[src/rtl/init_if.sv]
// Sequencer-side signal bundle for the ALU power-up/start sequencer `init`.
// The board/controller side drives on/muxlast; the sequencer drives the gated clocks and reset.
interface init_if;
    logic on;
    logic muxlast;
    logic reclk;
    logic feclk;
    logic rstsig;

    modport master (
        output on,
        output muxlast,
        input  reclk,
        input  feclk,
        input  rstsig
    );

    modport slave (
        input  on,
        input  muxlast,
        output reclk,
        output feclk,
        output rstsig
    );
endinterface

[src/rtl/init.sv]
// Power-up/start sequencer: holds the ALU in reset, then releases glitch-free gated clocks until muxlast.
// Optional macro INIT_ON_SYNC_EN adds a 2-flop synchronizer on `on` (start seen 2 cycles later).
module init #(
    parameter int unsigned RST_CYCLES = 4,
    parameter int unsigned CNT_W      = 8
) (
    input  logic  clk,
    input  logic  rst,
    init_if.slave bus
);
    localparam logic [1:0] S_OFF   = 2'd0;
    localparam logic [1:0] S_RESET = 2'd1;
    localparam logic [1:0] S_RUN   = 2'd2;
    localparam logic [1:0] S_DONE  = 2'd3;

    localparam logic [CNT_W-1:0] CNT_LAST = CNT_W'(RST_CYCLES - 1);

    logic             on_s;
    logic             on_d_q;
    logic             start;
    logic [1:0]       state_q, state_d;
    logic [CNT_W-1:0] cnt_q, cnt_d;
    logic             rstsig_q;
    logic             run_en_q;
    logic             en_p_q;
    logic             en_n_q;

`ifdef INIT_ON_SYNC_EN
    logic [1:0] sync_q;

    always_ff @(posedge clk or posedge rst) begin
        if (rst) begin
            sync_q <= '0;
        end else begin
            sync_q <= {sync_q[0], bus.on};
        end
    end

    assign on_s = sync_q[1];
`else
    assign on_s = bus.on;
`endif

    // Rising-edge detect so a held pushbutton yields exactly one start.
    always_ff @(posedge clk or posedge rst) begin
        if (rst) begin
            on_d_q <= 1'b0;
        end else begin
            on_d_q <= on_s;
        end
    end

    assign start = on_s & ~on_d_q;

    always_comb begin
        // NOTE: defaults first so every path assigns state_d/cnt_d and no latch is inferred.
        state_d = state_q;
        cnt_d   = cnt_q;
        if (start) begin
            state_d = S_RESET;
            cnt_d   = '0;
        end else begin
            case (state_q)
                S_RESET: begin
                    if (cnt_q == CNT_LAST) begin
                        state_d = S_RUN;
                        cnt_d   = '0;
                    end else begin
                        cnt_d = cnt_q + 1'b1;
                    end
                end
                S_RUN: begin
                    if (bus.muxlast) begin
                        state_d = S_DONE;
                    end
                end
                default: ;
            endcase
        end
    end

    // rstsig and run_en are decoded from next state so both are clean flop outputs.
    always_ff @(posedge clk or posedge rst) begin
        if (rst) begin
            state_q  <= S_OFF;
            cnt_q    <= '0;
            rstsig_q <= 1'b0;
            run_en_q <= 1'b0;
        end else begin
            // NOTE: non-blocking assignments so every flop samples pre-edge values.
            state_q  <= state_d;
            cnt_q    <= cnt_d;
            rstsig_q <= (state_d == S_RESET);
            run_en_q <= (state_d == S_RUN);
        end
    end

    // Each enable changes only while its gated phase is low, so no runt pulses.
    always_ff @(posedge clk or posedge rst) begin
        if (rst) begin
            en_p_q <= 1'b0;
        end else begin
            en_p_q <= run_en_q;
        end
    end

    always_ff @(negedge clk or posedge rst) begin
        if (rst) begin
            en_n_q <= 1'b0;
        end else begin
            en_n_q <= run_en_q;
        end
    end

    assign bus.reclk  = clk & en_n_q;
    assign bus.feclk  = ~clk & en_p_q;
    assign bus.rstsig = rstsig_q;
endmodule

[src/flat_wrapper.sv]
// flat-port wrapper written by rule: the top's interface ports become plain ports
module init_flat 
#(
    parameter int unsigned RST_CYCLES = 4,
    parameter int unsigned CNT_W      = 8
)
  (clk, rst, bus_on, bus_muxlast, bus_reclk, bus_feclk, bus_rstsig);
  init_if bus_i ();
  input  logic clk;
  input  logic rst;
  input wire logic [$bits(bus_i.on)-1:0] bus_on;
  input wire logic [$bits(bus_i.muxlast)-1:0] bus_muxlast;
  output wire logic [$bits(bus_i.reclk)-1:0] bus_reclk;
  output wire logic [$bits(bus_i.feclk)-1:0] bus_feclk;
  output wire logic [$bits(bus_i.rstsig)-1:0] bus_rstsig;
  assign bus_i.on = bus_on;
  assign bus_i.muxlast = bus_muxlast;
  assign bus_reclk = bus_i.reclk;
  assign bus_feclk = bus_i.feclk;
  assign bus_rstsig = bus_i.rstsig;
  init #(.RST_CYCLES(RST_CYCLES), .CNT_W(CNT_W)) u_core (.clk(clk), .rst(rst), .bus(bus_i));
endmodule
[config.mk]
export PLATFORM = sky130hd
export DESIGN_NAME = init_flat
export DESIGN_NICKNAME = d
export VERILOG_FILES = /design/src/rtl/init_if.sv /design/src/rtl/init.sv /design/src/flat_wrapper.sv
export SDC_FILE = /design/constraint.sdc
export NUM_CORES = 1
export LEC_CHECK = 0
export BUFFER_PORTS_ARGS = -buffer_cell sky130_fd_sc_hd__buf_4
export CAP_MARGIN = 20
export CORE_MARGIN = 5
export CORE_UTILIZATION = 55
export CTS_CLUSTER_SIZE = 16
export DETAILED_ROUTE_END_ITERATION = 12
export PLACE_DENSITY = 0.75
export SETUP_SLACK_MARGIN = 0.4
export SYNTH_ARGS = -nofsm -noshare
export SYNTH_HDL_FRONTEND = slang
export SYNTH_SLANG_ARGS = --single-unit
export TNS_END_PERCENT = 50
[constraint.sdc]
create_clock -name clk -period 4.5 [get_ports clk]
set_input_delay 0 -clock clk [delete_from_list [all_inputs] [get_ports clk]]
set_output_delay 0 -clock clk [all_outputs]
set_load 0.02 [all_outputs]
==> results.cfg <==
[synth]
synth_top_area_cell = dfrtp_1
yosys_warnings = 0
synth-main-ff-cell = dfrtp_1
ys_seq_elements = 15
synth_commonest_cells = dfrtp_1 (14), nor2_1 (6), a21oi_1 (5), inv_1 (5), ha_1 (4)
ys_async_sr_fraction = 1.000
ys_seq_area_frac = 0.5093
yosysTopAreaCellShare = 0.4754
ys_types = 30
yosys-top-cells-area = dfrtp_1 (48%), ha_1 (6.8%), a21oi_1 (3.4%)
synth_edf_count = 0
synth_nets = 78
synth_area_sq_um = 737.0
synth_most_common_cell = dfrtp_1
syn_inst = 70
avgSynthCellArea_sq_um = 10.53

[min_path]
hold_path.class = input port to flip-flop

[floorplanning]
dieArea_sq_um = 2172
die-height_um = 46.61
start_util = 0.5735
die_x_um = 46.61
coreArea_sq_um = 1285
rows = 13
io_pins = 7

[setup_path]
worst_ep_arrival_time_ns = 3.27
crit_family = flip-flops
slowest_delay_ns = 0.38
cp-end-kind = primary output
cp_slowest_cell = dfrtn_1
path_class = flip-flop to primary output
cp_max_fo = 1
critical_path_buf_inv_count = 1
worstSetupStartpointType = flip-flop
required_ns = 4.50
crit_path_cell_trace = and2_1, buf_4

[route]
final_antenna_net_count = 0
drt-initial-drc-count = 7
remaining_drc_errors = 0
top_layer_used = met4
wl_met2_um = 635
drt-met1-wl_um = 617
vias = 555
first_pass_iters = 4
wl_um = 1341
routed_via_density = 5.550
post_drt_wl_per_cell_um = 13.41
dr_wl_met3_um = 46

[timing]
setup_viol = 0
fin_skew_ns = 0.01339
drv_slew = 0
timing.hold.ws_ns = 0.07136
slew_headroom = 0.4831
fin_setup_tns_ns = 0
rsz0062_at_grt = false
worst_pin_slew_ns = 0.7738
hold_viol = 0

[outcome]
status = complete, no violations

[clock_network]
tritoncts = yes
clkLatencyLatePin_ns = 0.40
postCtsSetupRepairBufs = 0
clk_pin_slew_ns = 0.08

[global_route]
grt-ovfl-total = 0
grt_pass1_wl_um = 2546
grt_usage = 0.1856
antenna_found_initial = 0
grt_pass1_vias = 588
grt_max_degree = 16

[placed_design]
portBuffers = 6
dp_hpwl_um = 912.4
gp_congestion = 0.7522

[flow_run]
cap_violations = 0

[cells_and_area]
n_antenna_cell = 0
final_nets = 93
drive_gt1_frac = 0.2118
area_growth_pct = 18.34
fill_cells = 101

[power]
vdd_ir_drop_max_v = 0.0003886
leakage_uw = 0.0004182
p_per_area_nw_per_um2 = 587.0
## what timing repair did
action / in CTS / in global routing
hold endpoints to repair: 15 / 0
hold buffers: 2 / 0
gates resized for setup: 0 / 0
endpoints found under the setup margin: 0 / 0
## cells in the final DEF (no fill, tap or decap), types with 3 or more instances in the layout
| cell | synthesis | layout |
|---|---|---|
| dfrtp_1 | 14 | 14 |
| ha_1 | 4 | 4 |
| buf_4 | 0 | 6 |
| clkbuf_4 | 0 | 7 |
| nand3_1 | 3 | 3 |
| nand2_1 | 3 | 3 |
| inv_1 | 5 | 5 |
| nor3_1 | 3 | 3 |
| nor2_1 | 6 | 6 |
| a21oi_1 | 5 | 5 |
## stage by stage
stage	setup WS, ns	utilization	power (uW)	std cells	area (sq um)
finish	1.234	0.6787	511.9	100	872.1
global route	1.176	0.6787	565.7	100	872.1
CTS	1.218	0.6787	520.1	100	872.1
detailed placement	1.662	0.6154	381.4	89	790.8
global placement	1.663	0.6154	374.2	89	790.8
floorplan	1.675	-	340.4	70	737.0
## tightest hold or removal path, delay by kind of cell
kind | cells | cell delay [ns]
buffers and inverters | 2 | 0.13
AO/OA/AOI/OAI | 2 | 0.26
AND/OR/NAND/NOR | 1 | 0.05
## metal layers
metal  track usage  vias up
li1              -      276
met5             0        -
met2        0.2143       14
met3       0.06641        6
met1        0.2357      259
met4        0.2216        0
## cell families after synthesis
| kind of cell | Yosys count | share of synthesized area |
|---|---|---|
| xor+xnor | 3 | 0.03566 |
| simple gates | 25 | 0.1834 |
| compound gates | 15 | 0.1511 |
| fa+ha+maj | 4 | 0.06791 |
| mux | 1 | 0.01358 |
| flops | 15 | 0.5093 |
| buf+inv | 7 | 0.03905 |
## layout make-up
class                   count  area, sq um  share of cell area
repair buffers              6        50.05             0.05739
well taps                  15        18.77             0.02152
clock inverters             1        5.005            0.005739
clock buffers              10        71.32             0.08178
inverters                   5        18.77             0.02152
multi-input cells          48        332.8              0.3816
flip-flops and latches     15        375.4              0.4304
## power by group
group	leakage, uW	switching (uW)	internal [uW]	total (uW)
logic	0.000167	103	74.3	177
clock network	0.0000535	60.3	79.4	140
registers	0.000197	27.5	168	195
total	0.000418	190	321	512
## flip-flops by register name, indices dropped and copies added, names as in the netlist
| register | count |
|---|---|
| u_core.bus.rstsig | 1 |
| u_core.cnt_q | 8 |
| u_core.en_n_q | 1 |
| u_core.en_p_q | 1 |
| u_core.on_d_q | 1 |
| u_core.run_en_q | 1 |
| u_core.state_q | 2 |
## path summary, 6_finish.rpt
| kind | cells past startpoint | slack, ns | from | end |
|---|---|---|---|---|
| min in group asynchronous | 3 | 0.23 | rst | u_core.cnt_q[7]$_DFFE_PP0P_ |
| worst min register to register | 0 | 0.39 | u_core.run_en_q$_DFF_PP0_ | u_core.en_p_q$_DFF_PP0_ |
| worst max-delay path | 2 | 1.23 | u_core.en_n_q$_DFF_NP0_ | bus_reclk |
| max in group asynchronous | 3 | 1.75 | rst | u_core.en_n_q$_DFF_NP0_ |
| worst min-delay path | 5 | 0.07 | bus_muxlast | u_core.state_q[0]$_DFF_PP0_ |
| worst max register to register | 0 | 1.72 | u_core.run_en_q$_DFF_PP0_ | u_core.en_n_q$_DFF_NP0_ |
(Power assumes the default switching activity.)
